$ cat src/rtl/p_ctrl_pkg.sv
// Shared constants and state encoding for the round controller.
package p_ctrl_pkg;

    // Controller states
    typedef enum logic [2:0] {
        StIdle,
        StLoad,
        StCopy,
        StIter,
        StRun,
        StDecr,
        StCheck,
        StOut
    } p_state_e;

    // P-unit input mux codes: DIN takes din, X_ keeps the unit's own working value
    localparam logic INPUT_X_  = 1'b0;
    localparam logic INPUT_DIN = 1'b1;

    // Iteration counter MSB; a zero iteration value wraps to 2^(SETTING_MAX+1) rounds
    localparam int unsigned SETTING_MAX = 31;

    // RAM address map
    localparam logic [4:0] PD_ITER_ADDR = 5'd19;
    localparam logic [4:0] PN_ITER_ADDR = 5'd18;
    localparam logic [4:0] PN_RES_ADDR  = 5'd24;

    // Word counts
    localparam int unsigned EK_WORDS   = 18;
    localparam int unsigned LOAD_WORDS = 31;

endpackage

$ cat src/rtl/p_ctrl.sv
// Round controller: loads PD, copies the key schedule into PN, runs the core
// for the loaded iteration count and streams the result words out.
// Optional macro P_CTRL_ZERO_ITER_EN: when defined, ITER goes to CHECK so a loaded
// iteration value of 0 runs no rounds at all.
module p_ctrl
    import p_ctrl_pkg::*;
#(
    parameter int unsigned MSB   = 31,
    parameter int unsigned N_OUT = 6
) (
    input  logic         CLK,
    input  logic         RST,
    input  logic [MSB:0] in_data,
    input  logic         in_valid,
    output logic         in_ready,
    output logic [4:0]   PD_addr,
    output logic         PD_wr_en,
    input  logic [MSB:0] PD_out,
    output logic [MSB:0] din,
    output logic         PS_input_select,
    output logic         decr,
    output logic [4:0]   PN_wr_addr,
    output logic [4:0]   PN_addr,
    output logic         PN_wr_en,
    input  logic [MSB:0] PN_out,
    input  logic         ZF,
    output logic         ZF_wr_en,
    output logic         round_start,
    input  logic         round_done,
    output logic         core_owns,
    output logic [MSB:0] out_data,
    output logic         out_valid,
    input  logic         out_ready,
    output logic         busy
);

    localparam logic [4:0] LoadLast = 5'(LOAD_WORDS - 1);
    localparam logic [4:0] EkLast   = 5'(EK_WORDS - 1);
    localparam logic [4:0] OutLast  = 5'(N_OUT - 1);

    p_state_e   state_q, state_d;
    logic [4:0] cnt_q, cnt_d;

    // State and word counter registers with synchronous reset
    always_ff @(posedge CLK) begin
        if (RST) begin
            state_q <= StIdle;
            cnt_q   <= '0;
        end else begin
            state_q <= state_d;
            cnt_q   <= cnt_d;
        end
    end

    // Next-state and output decode; every output is forced low while RST is high
    always_comb begin
        state_d         = state_q;
        cnt_d           = cnt_q;
        in_ready        = 1'b0;
        PD_addr         = '0;
        PD_wr_en        = 1'b0;
        din             = '0;
        PS_input_select = INPUT_X_;
        decr            = 1'b0;
        PN_wr_addr      = '0;
        PN_addr         = '0;
        PN_wr_en        = 1'b0;
        ZF_wr_en        = 1'b0;
        round_start     = 1'b0;
        core_owns       = 1'b0;
        out_data        = '0;
        out_valid       = 1'b0;
        busy            = 1'b0;

        if (!RST) begin
            busy = (state_q != StIdle);
            case (state_q)
                StIdle, StLoad: begin
                    in_ready = 1'b1;
                    if (in_valid) begin
                        PD_addr  = cnt_q;
                        PD_wr_en = 1'b1;
                        din      = in_data;
                        if (cnt_q == LoadLast) begin
                            state_d = StCopy;
                            cnt_d   = '0;
                        end else begin
                            state_d = StLoad;
                            cnt_d   = cnt_q + 5'd1;
                        end
                    end
                end
                StCopy: begin
                    PD_addr         = cnt_q;
                    din             = PD_out;
                    PS_input_select = INPUT_DIN;
                    PN_wr_addr      = cnt_q;
                    PN_wr_en        = 1'b1;
                    if (cnt_q == EkLast) begin
                        state_d = StIter;
                        cnt_d   = '0;
                    end else begin
                        cnt_d = cnt_q + 5'd1;
                    end
                end
                StIter: begin
                    PD_addr         = PD_ITER_ADDR;
                    din             = PD_out;
                    PS_input_select = INPUT_DIN;
                    PN_wr_addr      = PN_ITER_ADDR;
                    PN_wr_en        = 1'b1;
                    ZF_wr_en        = 1'b1;
                    cnt_d           = '0;
`ifdef P_CTRL_ZERO_ITER_EN
                    state_d         = StCheck;
`else
                    state_d         = StRun;
`endif
                end
                StRun: begin
                    // cnt is 0 on entry, so it marks the first RUN cycle
                    core_owns   = 1'b1;
                    round_start = (cnt_q == 5'd0);
                    cnt_d       = 5'd1;
                    if (round_done) begin
                        state_d = StDecr;
                    end
                end
                StDecr: begin
                    decr       = 1'b1;
                    PN_addr    = PN_ITER_ADDR;
                    PN_wr_addr = PN_ITER_ADDR;
                    PN_wr_en   = 1'b1;
                    ZF_wr_en   = 1'b1;
                    state_d    = StCheck;
                end
                StCheck: begin
                    cnt_d   = '0;
                    state_d = ZF ? StOut : StRun;
                end
                StOut: begin
                    PN_addr   = PN_RES_ADDR + cnt_q;
                    out_data  = PN_out;
                    out_valid = 1'b1;
                    if (out_ready) begin
                        if (cnt_q == OutLast) begin
                            state_d = StIdle;
                            cnt_d   = '0;
                        end else begin
                            cnt_d = cnt_q + 5'd1;
                        end
                    end
                end
                default: begin
                    state_d = StIdle;
                    cnt_d   = '0;
                end
            endcase
        end
    end

endmodule

$ cat config.mk
export PLATFORM = sky130hd
export DESIGN_NAME = p_ctrl
export DESIGN_NICKNAME = d
export VERILOG_FILES = /design/src/rtl/p_ctrl_pkg.sv /design/src/rtl/p_ctrl.sv
export SDC_FILE = /design/constraint.sdc
export NUM_CORES = 1
export LEC_CHECK = 0
export BUFFER_PORTS_ARGS = -buffer_cell sky130_fd_sc_hd__buf_4
export CELL_PAD_IN_SITES_DETAIL_PLACEMENT = 1
export CELL_PAD_IN_SITES_GLOBAL_PLACEMENT = 1
export CORE_ASPECT_RATIO = 0.7
export CORE_UTILIZATION = 21
export DETAILED_ROUTE_END_ITERATION = 10
export GPL_ROUTABILITY_DRIVEN = 0
export PLACE_DENSITY = 0.91
export SLEW_MARGIN = 10
export SYNTH_ARGS = -nofsm -noshare
export SYNTH_HDL_FRONTEND = slang
export SYNTH_SLANG_ARGS = --single-unit
$ cat constraint.sdc
create_clock -name CLK -period 4.6 [get_ports CLK]
set_clock_uncertainty 0.1 [all_clocks]
set_input_delay 0.69 -clock CLK [delete_from_list [all_inputs] [get_ports CLK]]
set_output_delay 0.69 -clock CLK [all_outputs]
set_load 0.01 [all_outputs]
# Word-level counts from Yosys, hierarchy flattened
# Cells that the tools add are included.
[totals]
register_bits = 8
inputBits = 102
output_inout_bits = 89
wordCells = 76
[op_classes]
addsub = 2
n_eq_ne = 15
mux = 46
n_reduce_logical = 11
[ops]
columns = ["op", "n"]
rows = [
  ["two-way mux 32 bit", 4],
  ["case mux 32 bit (2 select lines)", 1],
  ["two-way mux 5 bit", 9],
  ["case mux 5 bit (5 select lines)", 1],
  ["case mux 3 bit (7 select lines)", 1],
  ["two-way mux 1 bit", 20],
  ["case mux 5 bit (2 select lines)", 2],
  ["two-way mux 3 bit", 5],
  ["case mux 5 bit (3 select lines)", 1],
  ["equality test 3 bit, second input constant", 4],
  ["equality test 5 bit, second input constant", 2],
  ["!= test 2 bit, second input constant", 5],
  ["OR reduction 2 bit", 4],
  ["equality test 3 x 2 -> 1 bit, second input constant", 2],
  ["adder 5 x 1 -> 5 bit, second input constant", 1],
  ["adder 5 bit, first input constant", 1],
  ["equality test 5 x 3 -> 1 bit, second input constant", 1],
  ["logical NOT 5 bit", 1],
  ["AND reduction 5 bit", 1],
  ["nonzero test 5 bit", 1],
  ["two-way mux 2 bit", 2],
  ["equality test 3 x 1 -> 1 bit, second input constant", 1],
  ["logical NOT 3 bit", 1],
  ["AND reduction 3 bit", 1],
  ["2 further kinds", 2],
]

# Longest topological paths before layout
# Gate-level depths: netlist (run 1).
[logic_depth]
word_depth = 4
depth_mapped = 7

# Least setup slack after synthesis (run 1)
# Ideal clock, no wire load.
[synth_timing]
kind = "input -> output"
start = "in RST"
end = "out PN_addr[2]"
arrival_time_ps = 1528
t_required_ps = 3810
setup_slack_ps = 2282
stages = 4
n_path_buf = 1
cell_sequence = "nand2b_1 -> nor2_1 -> buf_2 -> and2_1"
[synth_between]
elab_chain_len = 1
[synth_lines]
columns = ["item", "line_no", "rtl"]
rows = [
  ["from (decl)", "p_ctrl.sv:12", "input logic RST,"],
  ["two-way mux 5 bit", "p_ctrl.sv:75", "if (!RST) begin"],
  ["to (decl)", "p_ctrl.sv:23", "output logic [4:0] PN_addr,"],
]
# No other way between the ends.

# Worst setup path in the final report (run 1)
[layout_timing]
start = "reg state_q[1]"
end = "out PD_addr[2]"
[layout_between]
elab_chain_len = 4
elab_cells_between_ends = 7
cone_classes = "eq/ne: 3; mux: 2; reduce/logical: 2"
[layout_lines]
columns = ["item", "line_no", "rtl"]
rows = [
  ["from (decl)", "p_ctrl.sv:41", "p_state_e state_q, state_d;"],
  ["from (signal assigned)", "p_ctrl.sv:47", "state_q <= StIdle;"],
  ["from (signal assigned)", "p_ctrl.sv:50", "state_q <= state_d;"],
  ["equality test 3 x 1 -> 1 bit or logical NOT 3 bit (tied branches)", "p_ctrl.sv:77", "case (state_q)"],
  ["OR reduction 2 bit", "p_ctrl.sv:77", ""],
  ["case mux 5 bit (3 select lines) (*)", "p_ctrl.sv:77", ""],
  ["two-way mux 5 bit (*)", "p_ctrl.sv:75", ""],
  ["to (decl)", "p_ctrl.sv:16", "output logic [4:0] PD_addr,"],
]
# Mark *: on every way between the ends. The rest lies on a longest branch, timed or not.

==> out/metrics.yaml, run 1 <==
first_pass_iters: 4
max_freq_mhz: 303
ys_warn_count: 0
stdcell_count: 504
holdWs_ps: 523
synthAdderAreaFrac_pct: 3.31
seq_area_frac_synth_pct: 10.6
nFillCells: 884
rows: 25
routed_wl_um: 8190
die_width_um: 103
ir_drop_mv: 0.0624
drive_above_1_share_pct: 50.2
dpl.cell_count: 501
arrival_ps: 2510
worstPathRequired_ps: 3810
drcViolationCount: 0
maxCapViolations: 0
diodes: 0
leakage_uw: 0.00152
clk_pin_slew_ps: 40
cpLargestDelayFamily: "simple AND/OR/NAND/NOR gates"
design.core.area_um2: 6850
fin_crit_ps: 3300
start_util_pct: 22.1
vias: 2427
finalHoldViolations: 0
cts_root_buf: "clkbuf_8"
hpwl_um: 6670
finalNetCount: 518
place.port_buffers: 190
power.density_nw_per_um2: 107
cts_resized: 0
die_area_um2: 7560
tns_ps: 0
synth_compound_area_share_pct: 30.6
drt_iter0_drc: 112
cp_max_fo: 20
clockBufferDepth: 2
postSynthAreaPerCell_um2: 6.36
routed_via_density: 4.82
antenna_found_initial: 0
synth_top_family_by_area: "simple AND/OR/NAND/NOR gates"
routedWlPerCell_um: 16.3
synth_cell_types: 40
setup_viol: 0
layout_setup_ws_ps: 1300
cts_buffers: 3
path_cells: "nor2_1 -> and2_1 -> buf_4 -> a21oi_1 -> nor2_1 -> and2_1 -> buf_4"
slew_headroom_pct: 35.5
min_path_type: "reg -> reg"
rrSetupSlack_ps: 2600
die_y_um: 73.0
post-place-ws_ps: 1520
grt_pass1_wl_um: 11700
rsz0062_at_grt: "no"
status: "finished clean"
final_core_util_pct: 43.8
critPathLaunchType: "flip-flop"
synth_seq_cells: 8
globalRouteTotalUtil_pct: 19.9
netlist_instances: 238
synthXorXnorAreaFrac_pct: 1.16
clk_latency_ps: 230
cp_slowest_cell: "dfxtp_1"
hold_buffers: 0
syn2layout_area_growth_pct: 98.3
clock_sinks: 8
slew_viol_final: 0
synth.net_count: 344
yosys.area_share.simple_pct: 43.6
cts_setup_buffers: 0
gr-total-overflow: 0
worst_pin_slew_ps: 967
num_io_pins: 191
mappedNetlistArea_um2: 1510
fin_crit_sh_pct: 71.8
cp-end-kind: "primary output"
htreeDepth: 1
postRouteAntennaNets: 0
grt_pass1_vias: 2332
grt_start_max_net_pins: 40
critPathMaxStageDelay_ps: 790
worst-path-buf-inv: 2
cts_tree: "done"
path_class: "reg -> out"
synth.area.mux_share_pct: 1.32
worst min-delay path, delay by kind of cell (launching register included):
kind	cells	cell delay, ps
simple gates	1	110
compound gates	1	60
flops	1	400
worst paths after layout:
kind	from	to	cells after the start
min reg2reg	cnt_q[1]	cnt_q[1]	2
min	cnt_q[1]	cnt_q[1]	2
max reg2reg	cnt_q[1]	cnt_q[2]	7
max	state_q[1]	PD_addr[2]	7
sequential cells by signal, indices dropped and copies added (netlist names):
name and flops:
state_q 3, cnt_q 5
cell families after synthesis:
group           after synthesis
compound gates               65
xor+xnor                      2
fa+ha+maj                     4
buf+inv                      30
flops                         8
mux                           2
simple gates                127
power by group:
part | internal, uW | switching, uW | total (uW)
Sequential | 72.4 | 9.73 | 82.1
Clock | 57.0 | 30.9 | 87.9
Combinational | 91.4 | 59.2 | 151
Total | 221 | 99.8 | 321
Yosys cell counts:
cell	instances	area, um2
and3_1	2	12.5
nor2_1	44	165
nor3_1	3	15.0
a311oi_2	1	15.0
dfxtp_1	8	160
or2_2	1	6.26
nor4_1	2	12.5
or2_1	2	12.5
nor2_2	2	12.5
mux2i_1	2	20.0
nand3b_1	1	7.51
nor4bb_1	1	10.0
nand2b_1	3	18.8
clkbuf_1	9	33.8
o2bb2ai_2	1	15.0
a31oi_1	3	18.8
nand4b_1	1	8.76
o21ai_0	9	45.0
nand2_1	14	52.6
o22ai_2	1	12.5
or2_0	1	6.26
a311oi_1	1	8.76
nand3_1	9	45.0
a21o_1	1	7.51
buf_2	13	65.1
ha_1	4	50.1
a211oi_1	1	7.51
xnor2_1	2	17.5
inv_1	6	22.5
and4_2	1	10.0
a21oi_1	11	55.1
nand2_4	1	11.3
a22oi_1	32	240
o21ai_1	1	5.00
o21a_1	2	15.0
o22a_4	1	17.5
buf_6	2	22.5
and2_1	37	231
nor4b_1	1	8.76
and4bb_1	1	12.5
layer usage:
layer | track usage (%) | wire length, um | vias up
li1 | - | - | 1171
met1 | 24.4 | 3330 | 1120
met2 | 36.1 | 4070 | 126
met3 | 3.93 | 721 | 10
met4 | 3.29 | 73 | 0
met5 | 0 | 0 | -
final cells by class:
type / count / area, um2 / share of cell area [%]
timing repair buffer: 193 / 1450 / 48.3
multi-input combinational: 200 / 1210 / 40.4
sequential: 8 / 160 / 5.33
tap: 94 / 118 / 3.92
clock buffer: 3 / 41.3 / 1.38
inverter: 6 / 22.5 / 0.750
stage by stage:
stage / cell area, um2 / total power (uW)
global route: 3000 / 338
floorplan: 1510 / 135
detailed placement: 2960 / 234
global placement: 2960 / 229
finish: 3000 / 321
CTS: 3000 / 323
cells in the final DEF, fill, tap and decap left out, types with 4 or more instances in the layout:
cell type and count:
nor2_1 43, buf_4 193, nand3_1 9, o21ai_0 9, nand2_1 14, a21oi_1 11, inv_1 6, dfxtp_1 8
a22oi_1 32, ha_1 4, and2_1 37
Note: power is estimated with default switching activity, not from simulation.
==> run 2: changes to the inputs <==
--- a/config.mk
+++ b/config.mk
@@ -9,10 +9,10 @@
 export CELL_PAD_IN_SITES_DETAIL_PLACEMENT = 1
 export CELL_PAD_IN_SITES_GLOBAL_PLACEMENT = 1
 export CORE_ASPECT_RATIO = 0.7
-export CORE_UTILIZATION = 21
+export CORE_UTILIZATION = 19
 export DETAILED_ROUTE_END_ITERATION = 10
 export GPL_ROUTABILITY_DRIVEN = 0
-export PLACE_DENSITY = 0.91
+export PLACE_DENSITY = 0.83
 export SLEW_MARGIN = 10
 export SYNTH_ARGS = -nofsm -noshare
 export SYNTH_HDL_FRONTEND = slang
==> constraint.sdc (replaced) <==
create_clock -name CLK -period 3.2 [get_ports CLK]
set_clock_uncertainty 0.1 [all_clocks]
set_input_delay 0.48 -clock CLK [delete_from_list [all_inputs] [get_ports CLK]]
set_output_delay 0.48 -clock CLK [all_outputs]
set_load 0.01 [all_outputs]
==> run 2 against run 1 <==
Compared with the run above:
- first-iteration DRC count is 4.5% higher
- non-clock buffer count increased by 2
- clock power is 140% higher
- sequential power rose by 44%
- critical path depth decreased by 1
- global-route usage down 0.058 points
- hold slack worse by 77 ps
- wire length is 5.6% higher
- critical endpoint is now din[4]
- largest power group unchanged
==> out/metrics.yaml, run 2 (synthesis results as in run 1) <==
postRouteAntennaNets: 0  # unchanged
critPathLaunchType: "flip-flop"
grt_pass1_wl_um: 13100  # +12%
finalHoldViolations: 0  # unchanged
routed_via_density: 4.82  # about the same
post-place-ws_ps: 760  # -758 ps
hold_buffers: 0  # unchanged
design.core.area_um2: 7510  # +9.7%
routed_wl_um: 8650  # +5.6%
cts_setup_buffers: 0  # unchanged
clock_sinks: 8  # unchanged
arrival_ps: 2160  # -350 ps
vias: 2457  # +1.2%
cp-end-kind: "primary output"
drive_above_1_share_pct: 50.5  # +0.24 points
first_pass_iters: 4  # unchanged
clk_pin_slew_ps: 40  # about the same
drcViolationCount: 0  # unchanged
slew_headroom_pct: 57.1  # +22 points
max_freq_mhz: 365
ir_drop_mv: 0.153  # +150%
layout_common_cells: "195 x buf_4, 43 x nor2_1, 37 x and2_1"
layout_setup_ws_ps: 457  # -843 ps
clk_latency_ps: 230  # about the same
globalRouteTotalUtil_pct: 19.8  # -0.058 points
diodes: 0  # unchanged
leakage_uw: 0.00155  # +1.7%
dpl-instance-area_um2: 2980  # +0.68%
hpwl_um: 7010  # +5.0%
mostFrequentLayoutCell: "buf_4"
place.port_buffers: 190  # unchanged
power.density_nw_per_um2: 179  # +68%
die_y_um: 76.7  # +5.0%
largest_register_ffs: 5  # unchanged
min_path_type: "in -> reg"
rows: 26  # +4.0%
gr-total-overflow: 0  # unchanged
worstPathRequired_ps: 2620  # -1190 ps
routedWlPerCell_um: 17.0  # +4.3%
fin_crit_sh_pct: 85.7
worstHoldPathCells: 2  # unchanged
grt_start_max_net_pins: 37  # -7.5%
setup_viol: 0  # unchanged
grt_pass1_vias: 2487  # +6.6%
total_power_uw: 547  # +71%
regMostFlops: "cnt_q"
die_area_um2: 8330  # +10%
die_width_um: 109  # +5.0%
drt_iter0_drc: 117  # +4.5%
start_util_pct: 20.1  # -2.0 points
largestRegisters: "cnt_q: 5 flops, state_q: 3 flops"
final_cell_area_um2: 3060  # +1.8%
cts_buffers: 3  # unchanged
htreeDepth: 1  # unchanged
cp_max_fo: 25  # +25%
finalNetCount: 520  # +0.39%
worst_pin_slew_ps: 643  # -324 ps
cts_resized: 0  # unchanged
rsz0062_at_grt: "no"
clockBufferDepth: 2  # unchanged
slew_viol_final: 0  # unchanged
syn2layout_area_growth_pct: 102
status: "finished clean"
antenna_found_initial: 0  # unchanged
tns_ps: 0  # unchanged
maxCapViolations: 0  # unchanged
num_io_pins: 191  # unchanged
reg2reg_depth: 7  # unchanged
cts_root_buf: "clkbuf_16"
cts_tree: "done"
path_class: "reg -> out"
fin_crit_ps: 2740
==> run 2: cell count changes in the layout (fill, tap and decap cells not counted) <==
cell	before	now
buf_4	193	195
clkbuf_16	0	3
clkbuf_8	3	0
==> run 2: final timing paths <==
kind / start / to / slack [ps]
setup reg to reg: cnt_q[1] / cnt_q[4] / 1220
hold reg to reg: cnt_q[1] / cnt_q[1] / 510
setup / recovery: state_q[1] / din[4] / 460
hold / removal: RST / state_q[2] / 450
==> run 2: final cells by class <==
cell class	count	area [um2]
clock buffers	3	75.1
fillers	978	4460
inverters	6	22.5
multi-input cells	200	1210
flip-flops and latches	8	160
well taps	98	123
repair buffers	195	1460
==> run 2: critical path: stages (launching register included) <==
cell     delay (ps)
dfxtp_1         490
inv_1           180
nor2_2          430
buf_4           380
a22oi_1         110
nor2_1          170
buf_4           150
==> run 2: where the power goes <==
group | total, uW | internal (uW) | switching [uW] | leakage (uW)
combinational | 217 | 132 | 85.5 | 0.00144
clock | 212 | 161 | 50.7 | 0.0000370
sequential | 118 | 104 | 13.5 | 0.0000652
total | 547 | 398 | 150 | 0.00155
==> run 2: per-stage QoR <==
step,hold slack [ps],cells,utilization (%)
finish,447,510,40.7
global route,457,510,40.7
CTS,434,510,40.7
detailed placement,505,507,39.7
global placement,471,507,39.7
floorplan,418,238,-
==> run 2: per-layer routing <==
layer  GRT usage [%]  vias up  share of wire (%)
li1                -     1173                  -
met1            25.0     1152                 42
met2            33.5      118                 48
met3            3.91       14                7.6
met4            6.22        0                2.3
met5               0        -                  0
